==> src/rtl/render_pkg.sv <==
// render_pkg: shared screen defaults, colour width, FSM encoding and pixel-tag type for render_sprite.
// Rev 1.0
`default_nettype none

package render_pkg;

  localparam int SCR_W_DEF = 640;
  localparam int SCR_H_DEF = 480;
  localparam int COLOR_W   = 16;
  localparam int COORD_W   = 11;

  localparam logic [COLOR_W-1:0] KEY_COLOR_DEF = 16'hF81F;

  typedef enum logic [1:0] {
    ST_IDLE  = 2'd0,
    ST_ISSUE = 2'd1,
    ST_DRAIN = 2'd2,
    ST_DONE  = 2'd3
  } state_e;

  // Screen position travelling alongside an outstanding ROM read.
  typedef struct packed {
    logic               valid;
    logic [COORD_W-1:0] x;
    logic [COORD_W-1:0] y;
  } pix_t;

endpackage

`default_nettype wire

==> src/rtl/pix_delay_line.sv <==
// pix_delay_line: DEPTH-stage shift register of pixel tags, aligned to tile-ROM read latency.
// Rev 1.0
`default_nettype none

module pix_delay_line
  import render_pkg::*;
#(
  parameter int DEPTH = 1
) (
  input  logic clk_i,
  input  logic rst_ni,
  input  pix_t pix_i,
  output pix_t pix_o
);

  pix_t stage_q [DEPTH];

  always_ff @(posedge clk_i or negedge rst_ni) begin
    if (!rst_ni) begin
      for (int i = 0; i < DEPTH; i++) stage_q[i] <= '0;
    end else begin
      stage_q[0] <= pix_i;
      for (int i = 1; i < DEPTH; i++) stage_q[i] <= stage_q[i-1];
    end
  end

  assign pix_o = stage_q[DEPTH-1];

endmodule

`default_nettype wire

==> src/rtl/render_sprite.sv <==
// render_sprite: tile blitter copying a TILE_W x TILE_H RGB565 tile into the frame buffer.
// Rev 1.0
`default_nettype none

module render_sprite
  import render_pkg::*;
#(
  parameter int                 TILE_W    = 32,
  parameter int                 TILE_H    = 32,
  parameter int                 SCR_W     = SCR_W_DEF,
  parameter int                 SCR_H     = SCR_H_DEF,
  parameter int                 ADDR_W    = 19,
  parameter int                 ROM_LAT   = 1,
  parameter bit                 KEY_EN    = 1'b1,
  parameter logic [COLOR_W-1:0] KEY_COLOR = KEY_COLOR_DEF
) (
  input  logic               clk,
  input  logic               rstn,
  input  logic               start,
  input  logic [ADDR_W-1:0]  tile_addr,
  input  logic [9:0]         top,
  input  logic [9:0]         left,
  input  logic               flip_x,
  input  logic               flip_y,
  output logic               busy,
  output logic               done,
  output logic [ADDR_W-1:0]  rom_addr,
  input  logic [COLOR_W-1:0] rom_data,
  output logic [ADDR_W-1:0]  dst_addr,
  output logic [COLOR_W-1:0] dst_data,
  output logic               dst_wr
);

  localparam int CW    = $clog2(TILE_W);
  localparam int RW    = $clog2(TILE_H);
  localparam int CNT_W = CW + RW;
  localparam logic [CNT_W-1:0] DRAIN_LAST = CNT_W'(ROM_LAT - 1);

  state_e             state_q, state_d;
  logic [CNT_W-1:0]   cnt_q, cnt_d;
  logic [ADDR_W-1:0]  base_q;
  logic [9:0]         top_q, left_q;
  logic               flip_x_q, flip_y_q;
  logic               busy_q, done_q;
  logic               dst_wr_q, dst_wr_d;
  logic [ADDR_W-1:0]  dst_addr_q;
  logic [COLOR_W-1:0] dst_data_q;
  logic [CW-1:0]      col, col_src;
  logic [RW-1:0]      row, row_src;
  logic               accept;
  pix_t               pix_in, pix_out;

  // Tile dimensions are powers of two, so mirroring is bit inversion and the
  // row-major offset is a plain concatenation.
  assign col      = cnt_q[CW-1:0];
  assign row      = cnt_q[CNT_W-1:CW];
  assign col_src  = flip_x_q ? ~col : col;
  assign row_src  = flip_y_q ? ~row : row;
  assign rom_addr = base_q + ADDR_W'({row_src, col_src});
  assign accept   = (state_q == ST_IDLE) && start;

  always_comb begin
    state_d = state_q;
    cnt_d   = cnt_q;
    case (state_q)
      ST_IDLE: begin
        if (start) begin
          state_d = ST_ISSUE;
          cnt_d   = '0;
        end
      end
      ST_ISSUE: begin
        cnt_d = cnt_q + 1'b1;
        if (&cnt_q) state_d = ST_DRAIN;
      end
      ST_DRAIN: begin
        if (cnt_q == DRAIN_LAST) begin
          state_d = ST_DONE;
          cnt_d   = '0;
        end else begin
          cnt_d = cnt_q + 1'b1;
        end
      end
      ST_DONE:  state_d = ST_IDLE;
      default:  state_d = ST_IDLE;
    endcase
  end

  always_comb begin
    pix_in.valid = (state_q == ST_ISSUE);
    pix_in.x     = {1'b0, left_q} + COORD_W'(col);
    pix_in.y     = {1'b0, top_q} + COORD_W'(row);
  end

  pix_delay_line #(
    .DEPTH (ROM_LAT)
  ) u_delay (
    .clk_i  (clk),
    .rst_ni (rstn),
    .pix_i  (pix_in),
    .pix_o  (pix_out)
  );

  always_comb begin
    dst_wr_d = pix_out.valid
            && (int'(pix_out.x) < SCR_W)
            && (int'(pix_out.y) < SCR_H)
            && !(KEY_EN && (rom_data == KEY_COLOR));
  end

  always_ff @(posedge clk or negedge rstn) begin
    if (!rstn) begin
      state_q    <= ST_IDLE;
      cnt_q      <= '0;
      base_q     <= '0;
      top_q      <= '0;
      left_q     <= '0;
      flip_x_q   <= 1'b0;
      flip_y_q   <= 1'b0;
      busy_q     <= 1'b0;
      done_q     <= 1'b0;
      dst_wr_q   <= 1'b0;
      dst_addr_q <= '0;
      dst_data_q <= '0;
    end else begin
      state_q  <= state_d;
      cnt_q    <= cnt_d;
      busy_q   <= (state_q == ST_ISSUE) || (state_q == ST_DRAIN);
      done_q   <= (state_q == ST_DONE);
      dst_wr_q <= dst_wr_d;
      if (accept) begin
        base_q   <= tile_addr;
        top_q    <= top;
        left_q   <= left;
        flip_x_q <= flip_x;
        flip_y_q <= flip_y;
      end
      if (dst_wr_d) begin
        dst_addr_q <= ADDR_W'(int'(pix_out.y) * SCR_W + int'(pix_out.x));
        dst_data_q <= rom_data;
      end
    end
  end

  assign busy     = busy_q;
  assign done     = done_q;
  assign dst_wr   = dst_wr_q;
  assign dst_addr = dst_addr_q;
  assign dst_data = dst_data_q;

endmodule

`default_nettype wire

==> config.mk <==
export PLATFORM = sky130hd
export DESIGN_NAME = render_sprite
export DESIGN_NICKNAME = d
export VERILOG_FILES = /design/src/rtl/render_pkg.sv /design/src/rtl/pix_delay_line.sv /design/src/rtl/render_sprite.sv
export SDC_FILE = /design/constraint.sdc
export NUM_CORES = 1
export LEC_CHECK = 0
export BUFFER_PORTS_ARGS = -buffer_cell sky130_fd_sc_hd__buf_2
export CAP_MARGIN = 20
export CORE_MARGIN = 5
export CORE_UTILIZATION = 45
export DETAILED_ROUTE_END_ITERATION = 10
export PLACE_DENSITY = 0.69
export SLEW_MARGIN = 20
export SYNTH_ARGS = -nofsm -noshare
export SYNTH_HDL_FRONTEND = slang
export SYNTH_SLANG_ARGS = --single-unit
==> constraint.sdc <==
create_clock -name clk -period 4.84 [get_ports clk]
set_clock_uncertainty 0.2 [all_clocks]
set_input_delay 0.968 -clock clk [delete_from_list [all_inputs] [get_ports clk]]
set_output_delay 0.968 -clock clk [all_outputs]
set_load 0.03 [all_outputs]
======== Word level (Yosys, flattened, before mapping) ========
Cells that the tools add are included.
word-level totals
  register bits after elaboration ......... 114
  logic and storage cells ................. 53
cells by class
  multiply operators ...................... 1
  $lt $le $gt $ge ......................... 2
  reductions and logical operators ........ 12
  $add $sub $neg .......................... 5
  eq/ne operators ......................... 7
  bitwise logic cells ..................... 2
  muxes and demuxes ....................... 9
operator list
  kind                                                  number
  one-hot mux 10 bit (3 select lines)                   1
  adder 10 x 5 -> 11 bit                                2
  2-to-1 mux 10 bit                                     2
  adder 19 x 10 -> 19 bit                               1
  adder 19 x 11 -> 19 bit                               1
  == test 16 bit, second input constant                 1
  multiplier 11 x 3 -> 12 bit, second input constant    1
  < comparator 11 x 10 -> 1 bit, second input constant  1
  < comparator 11 x 9 -> 1 bit, second input constant   1
  adder 10 x 1 -> 10 bit, second input constant         1
  zero test 10 bit                                      1
  2-to-1 mux 5 bit                                      2
  inverter 5 bit                                        2
  AND reduction 10 bit                                  1
  one-hot mux 2 bit (4 select lines)                    1
  2-to-1 mux 2 bit                                      3
  != test 2 bit, second input constant                  3
  == test 2 bit, second input constant                  2
  logical AND 1 bit                                     4
  AND reduction 3 bit                                   1
  nonzero test 3 bit                                    1
  == test 2 x 1 -> 1 bit, second input constant         1
  zero test 2 bit                                       1
  AND reduction 2 bit                                   1
  other kinds (2)                                       2

======== Longest topological paths before layout ========
  depth in word-level cells ............... 4
  gate-level depth with buffers ........... 11

======== Hierarchy ========
Synthesis repeated with hierarchy kept, for this count alone.
unflattened totals
  cells, all modules ...................... 577
  area, all modules ....................... 6,369.9 um2
by module, submodules not included
  module          area each (um2)  cells each  instances
  render_sprite   5,794.3          554         1
  pix_delay_line  575.6            23          1

======== Least setup slack after synthesis ========
OpenSTA, ideal clock, no wires.
  kind .................................... register to output
  from .................................... reg flip_x_q
  to ...................................... out rom_addr[10]
  required time ........................... 3.672 ns
  slack ................................... 1.120 ns
  arrival time ............................ 2.552 ns
  stages on the path, launching flop included .. 12
  cells stage by stage .................... dfrtp_1 > clkbuf_1 > xor2_1 > ha_1 > inv_1 > fa_1 > nor2b_1 > o21a_1 > o21ai_0 > a21oi_1 > o21a_1 > o211ai_1
on the way
  longest elaborated chain between the ends .. 2
ends and longest elaborated chain
  what                      RTL line              source
  start: declaration        render_sprite.sv:43   logic flip_x_q, flip_y_q;
  start signal: assignment  render_sprite.sv:135  flip_x_q <= flip_x;
  2-to-1 mux 5 bit          render_sprite.sv:57   assign col_src = flip_x_q ? ~col : col;
  adder 19 x 10 -> 19 bit   render_sprite.sv:59   assign rom_addr = base_q + ADDR_W'({row_src, col_src});
  end: declaration          render_sprite.sv:27   output logic [ADDR_W-1:0] rom_addr,
No other way between the ends.

======== Worst setup path in the final report ========
  from .................................... reg cnt_q[0]
  to ...................................... out rom_addr[16]
on the way
  longest elaborated chain between the ends .. 3
ends and longest elaborated chain
  what                       RTL line              source
  start: declaration         render_sprite.sv:40   logic [CNT_W-1:0] cnt_q, cnt_d;
  start signal: assignment   render_sprite.sv:127  cnt_q <= cnt_d;
  inverter 5 bit             render_sprite.sv:57
  2-to-1 mux 5 bit *         render_sprite.sv:57
  adder 19 x 10 -> 19 bit *  render_sprite.sv:59
Mark *: on every way between the ends. The rest lies on a longest branch, timed or not.

==> flow_metrics.env <==
export IMPL_synth_cell_type_count=56
export IMPL_die_w_um=129
export IMPL_hp_start="dst_addr[18]"
export IMPL_max_freq_mhz=223
export IMPL_finalMaxSlewViolations=0
export IMPL_hold_buffers=0
export IMPL_cts_buffers_inserted=17
export IMPL_ys_top_cells_by_area="dfrtp_1, mux2_2, ha_1"
export IMPL_ys_flop_type="dfrtp_1"
export IMPL_crit_path_end_kind="primary output"
export IMPL_ant_nets=0
export IMPL_grt_pass1_vias=4954
export IMPL_area_growth_pct=22.4
export IMPL_antenna_found_initial=0
export IMPL_cts_setup_buffers=0
export IMPL_drive_gt1_frac=0.320
export IMPL_critPathArrivalTime_ns=3.31
export IMPL_peakVddDrop_v=0.000207
export IMPL_worstSetupStartpointType="flip-flop"
export IMPL_via_per_inst=5.25
export IMPL_clk_pin_slew_ns=0.06
export IMPL_die_area_um2=16600
export IMPL_final_cell_mix="buf_2, dfrtp_1, mux2_2, ha_1, nor2_1"
export IMPL_yosys_warnings=0
export IMPL_clock_latency_ns=0.41
export IMPL_routed_wl_um=13700
export IMPL_synth_avg_cell_area_um2=11.0
export IMPL_fin_nets=814
export IMPL_numClockSinks=114
export IMPL_final_cells=893
export IMPL_hold_class="reg2reg"
export IMPL_reg2reg_from="u_delay.pix_o[1]"
export IMPL_place_inst=861
export IMPL_fin_crit_ns=4.48
export IMPL_path_class="reg2out"
export IMPL_netlist_instances=582
export IMPL_postSynth_asyncResetShare=1.00
export IMPL_clock_path_buffers=2
export IMPL_drtPass1Iterations=4
export IMPL_synth_edff_count=0
export IMPL_setup_tns_ns=0
export IMPL_hold_violations=0
export IMPL_route_vias_total=4689
export IMPL_synth_area_leader_cell="dfrtp_1"
export IMPL_core_um2=13900
export IMPL_initial_core_util=0.459
export IMPL_root_buffer="clkbuf_16"
export IMPL_multi_input_area_um2=3330
export IMPL_pin_count=117
export IMPL_grt_pass1_wl_um=23200
export IMPL_r2r_end="dst_addr[17]"
export IMPL_slew_headroom=0.315
export IMPL_synth_nets=696
export IMPL_n_antenna_cell=0
export IMPL_gp_congestion=0.889
export IMPL_wl_per_cell_um=15.3
export IMPL_layout_commonest_cell="buf_2"
export IMPL_finalSetupViolCount=0
export IMPL_max_cap_violations=0
export IMPL_p_leak_nw=3.90
export IMPL_tightest_slew_ns=1.02
export IMPL_synth_cell_area_um2=6370
export IMPL_reg2reg_depth=9
export IMPL_whs_path_depth=2
export IMPL_worst_hold_slack_ns=0.274
export IMPL_die_h_um=129
export IMPL_fp_row_count=43
export IMPL_hpwl_um=10400
export IMPL_cp_required_ns=3.67
export IMPL_ys_seq_area_frac=0.447
export IMPL_critPathMaxFanout=7
export IMPL_cts_tree="done"
export IMPL_hold_end="dst_addr[18]"
export IMPL_seq_area_um2=2850
export IMPL_htreeDepth=4
export IMPL_ff2ff_setup_slack_ns=1.79
export IMPL_p_per_area_nw_per_um2=310
export IMPL_fin_crit_sh=0.925
export IMPL_fillers=1173
export IMPL_ctsResizeCount=0
export IMPL_drc=0
export IMPL_status="finished clean"
export IMPL_rsz0062_at_grt="false"
export IMPL_port_buffers=116
export IMPL_track_usage=0.174
export IMPL_grt_max_degree=51
export IMPL_yosys_register_bits=114
export IMPL_synth_top_area_share=0.447
export IMPL_gr_total_overflow=0
export IMPL_drt_initial_drc_count=241
-- critical path, cell delays in order (launching register included) --
cell and delay [ns]:
dfrtp_1 0.48, xor2_1 0.21, ha_1 0.20, inv_1 0.06, fa_1 0.41, nor2b_1 0.13, o21a_1 0.14, o21ai_0 0.10
a21oi_1 0.50, o21a_1 0.32, o211ai_1 0.14, buf_2 0.20
-- worst max-delay path by stage --
stage                     startpoint      endpoint  slack [ns]  cells after the start
after floorplan             flip_x_q  rom_addr[10]        1.12                     11
after global placement      cnt_q[0]  rom_addr[16]        1.01                     11
after detailed placement    flip_x_q  rom_addr[16]        0.83                     11
after CTS                   flip_x_q  rom_addr[16]        0.36                     11
after global routing        flip_x_q  rom_addr[16]        0.09                     11
final                       cnt_q[0]  rom_addr[16]        0.36                     11
-- layout make-up --
cell class	count	area share
inverter	34	0.0164
clock inverter	13	0.0265
tap	180	0.0289
sequential	114	0.366
multi-input combinational	414	0.427
clock buffer	19	0.0581
timing repair buffer	119	0.0776
-- power by group --
group	switching (mW)	internal, mW	leakage (nW)	total, mW
clock	0.437	0.940	0.319	1.38
combinational	0.0465	0.0285	2.12	0.0750
sequential	0.00302	0.961	1.46	0.964
total	0.487	1.93	3.90	2.42
-- registers in the layout, summed over array words and instances, names as in the netlist --
| name | count |
|---|---|
| left_q | 10 |
| done | 1 |
| busy | 1 |
| state_q | 2 |
| dst_wr | 1 |
| flip_x_q | 1 |
| u_delay.pix_o | 23 |
| cnt_q | 10 |
| base_q | 19 |
| dst_addr | 19 |
| dst_data | 16 |
| top_q | 10 |
| flip_y_q | 1 |
-- cell usage after synthesis (4+ instances only) --
cell type / instances
o21ai_0: 20
fa_1: 5
a21oi_1: 26
a21o_1: 7
nand2b_1: 4
nand2_1: 30
o31ai_1: 6
buf_2: 4
a31oi_1: 4
nand3_1: 12
xnor2_1: 27
nor3_1: 7
xor2_1: 26
and3_1: 5
buf_1: 4
nand4_1: 6
inv_1: 34
nor3b_1: 4
nor2b_1: 7
o211ai_1: 8
mux2_2: 69
ha_1: 49
dfrtp_1: 114
nor2_1: 38
clkbuf_1: 12
nor4_1: 4
-- metrics by stage --
| stage | utilization | total power, mW | cell area [um^2] | worst slack [ns] |
|---|---|---|---|---|
| after global routing | 0.562 | 2.50 | 7800 | 0.0881 |
| after floorplan | - | 1.00 | 6370 | 1.12 |
| after CTS | 0.562 | 2.44 | 7800 | 0.362 |
| final | 0.562 | 2.42 | 7800 | 0.362 |
| after global placement | 0.515 | 1.06 | 7140 | 1.01 |
| after detailed placement | 0.515 | 1.06 | 7140 | 0.827 |
-- layer usage --
| layer | share of wire | GRT usage | vias to the layer above |
|---|---|---|---|
| met5 | 0 | 0 | - |
| met4 | 0.014 | 0.0568 | 0 |
| met3 | 0.060 | 0.0478 | 19 |
| met2 | 0.49 | 0.296 | 133 |
| met1 | 0.44 | 0.214 | 2237 |
| li1 | - | - | 2300 |
-- logic make-up after synthesis --
| family | after synthesis | share of synthesized area |
|---|---|---|
| adder cells (fa/ha/maj) | 54 | 0.112 |
| buffers and inverters | 54 | 0.0326 |
| AND/OR/NAND/NOR | 139 | 0.112 |
| XOR/XNOR | 53 | 0.0728 |
| multiplexers | 70 | 0.124 |
| flip-flops | 114 | 0.447 |
| AO/OA/AOI/OAI | 98 | 0.0993 |
Note: power is estimated with default switching activity, not from simulation.
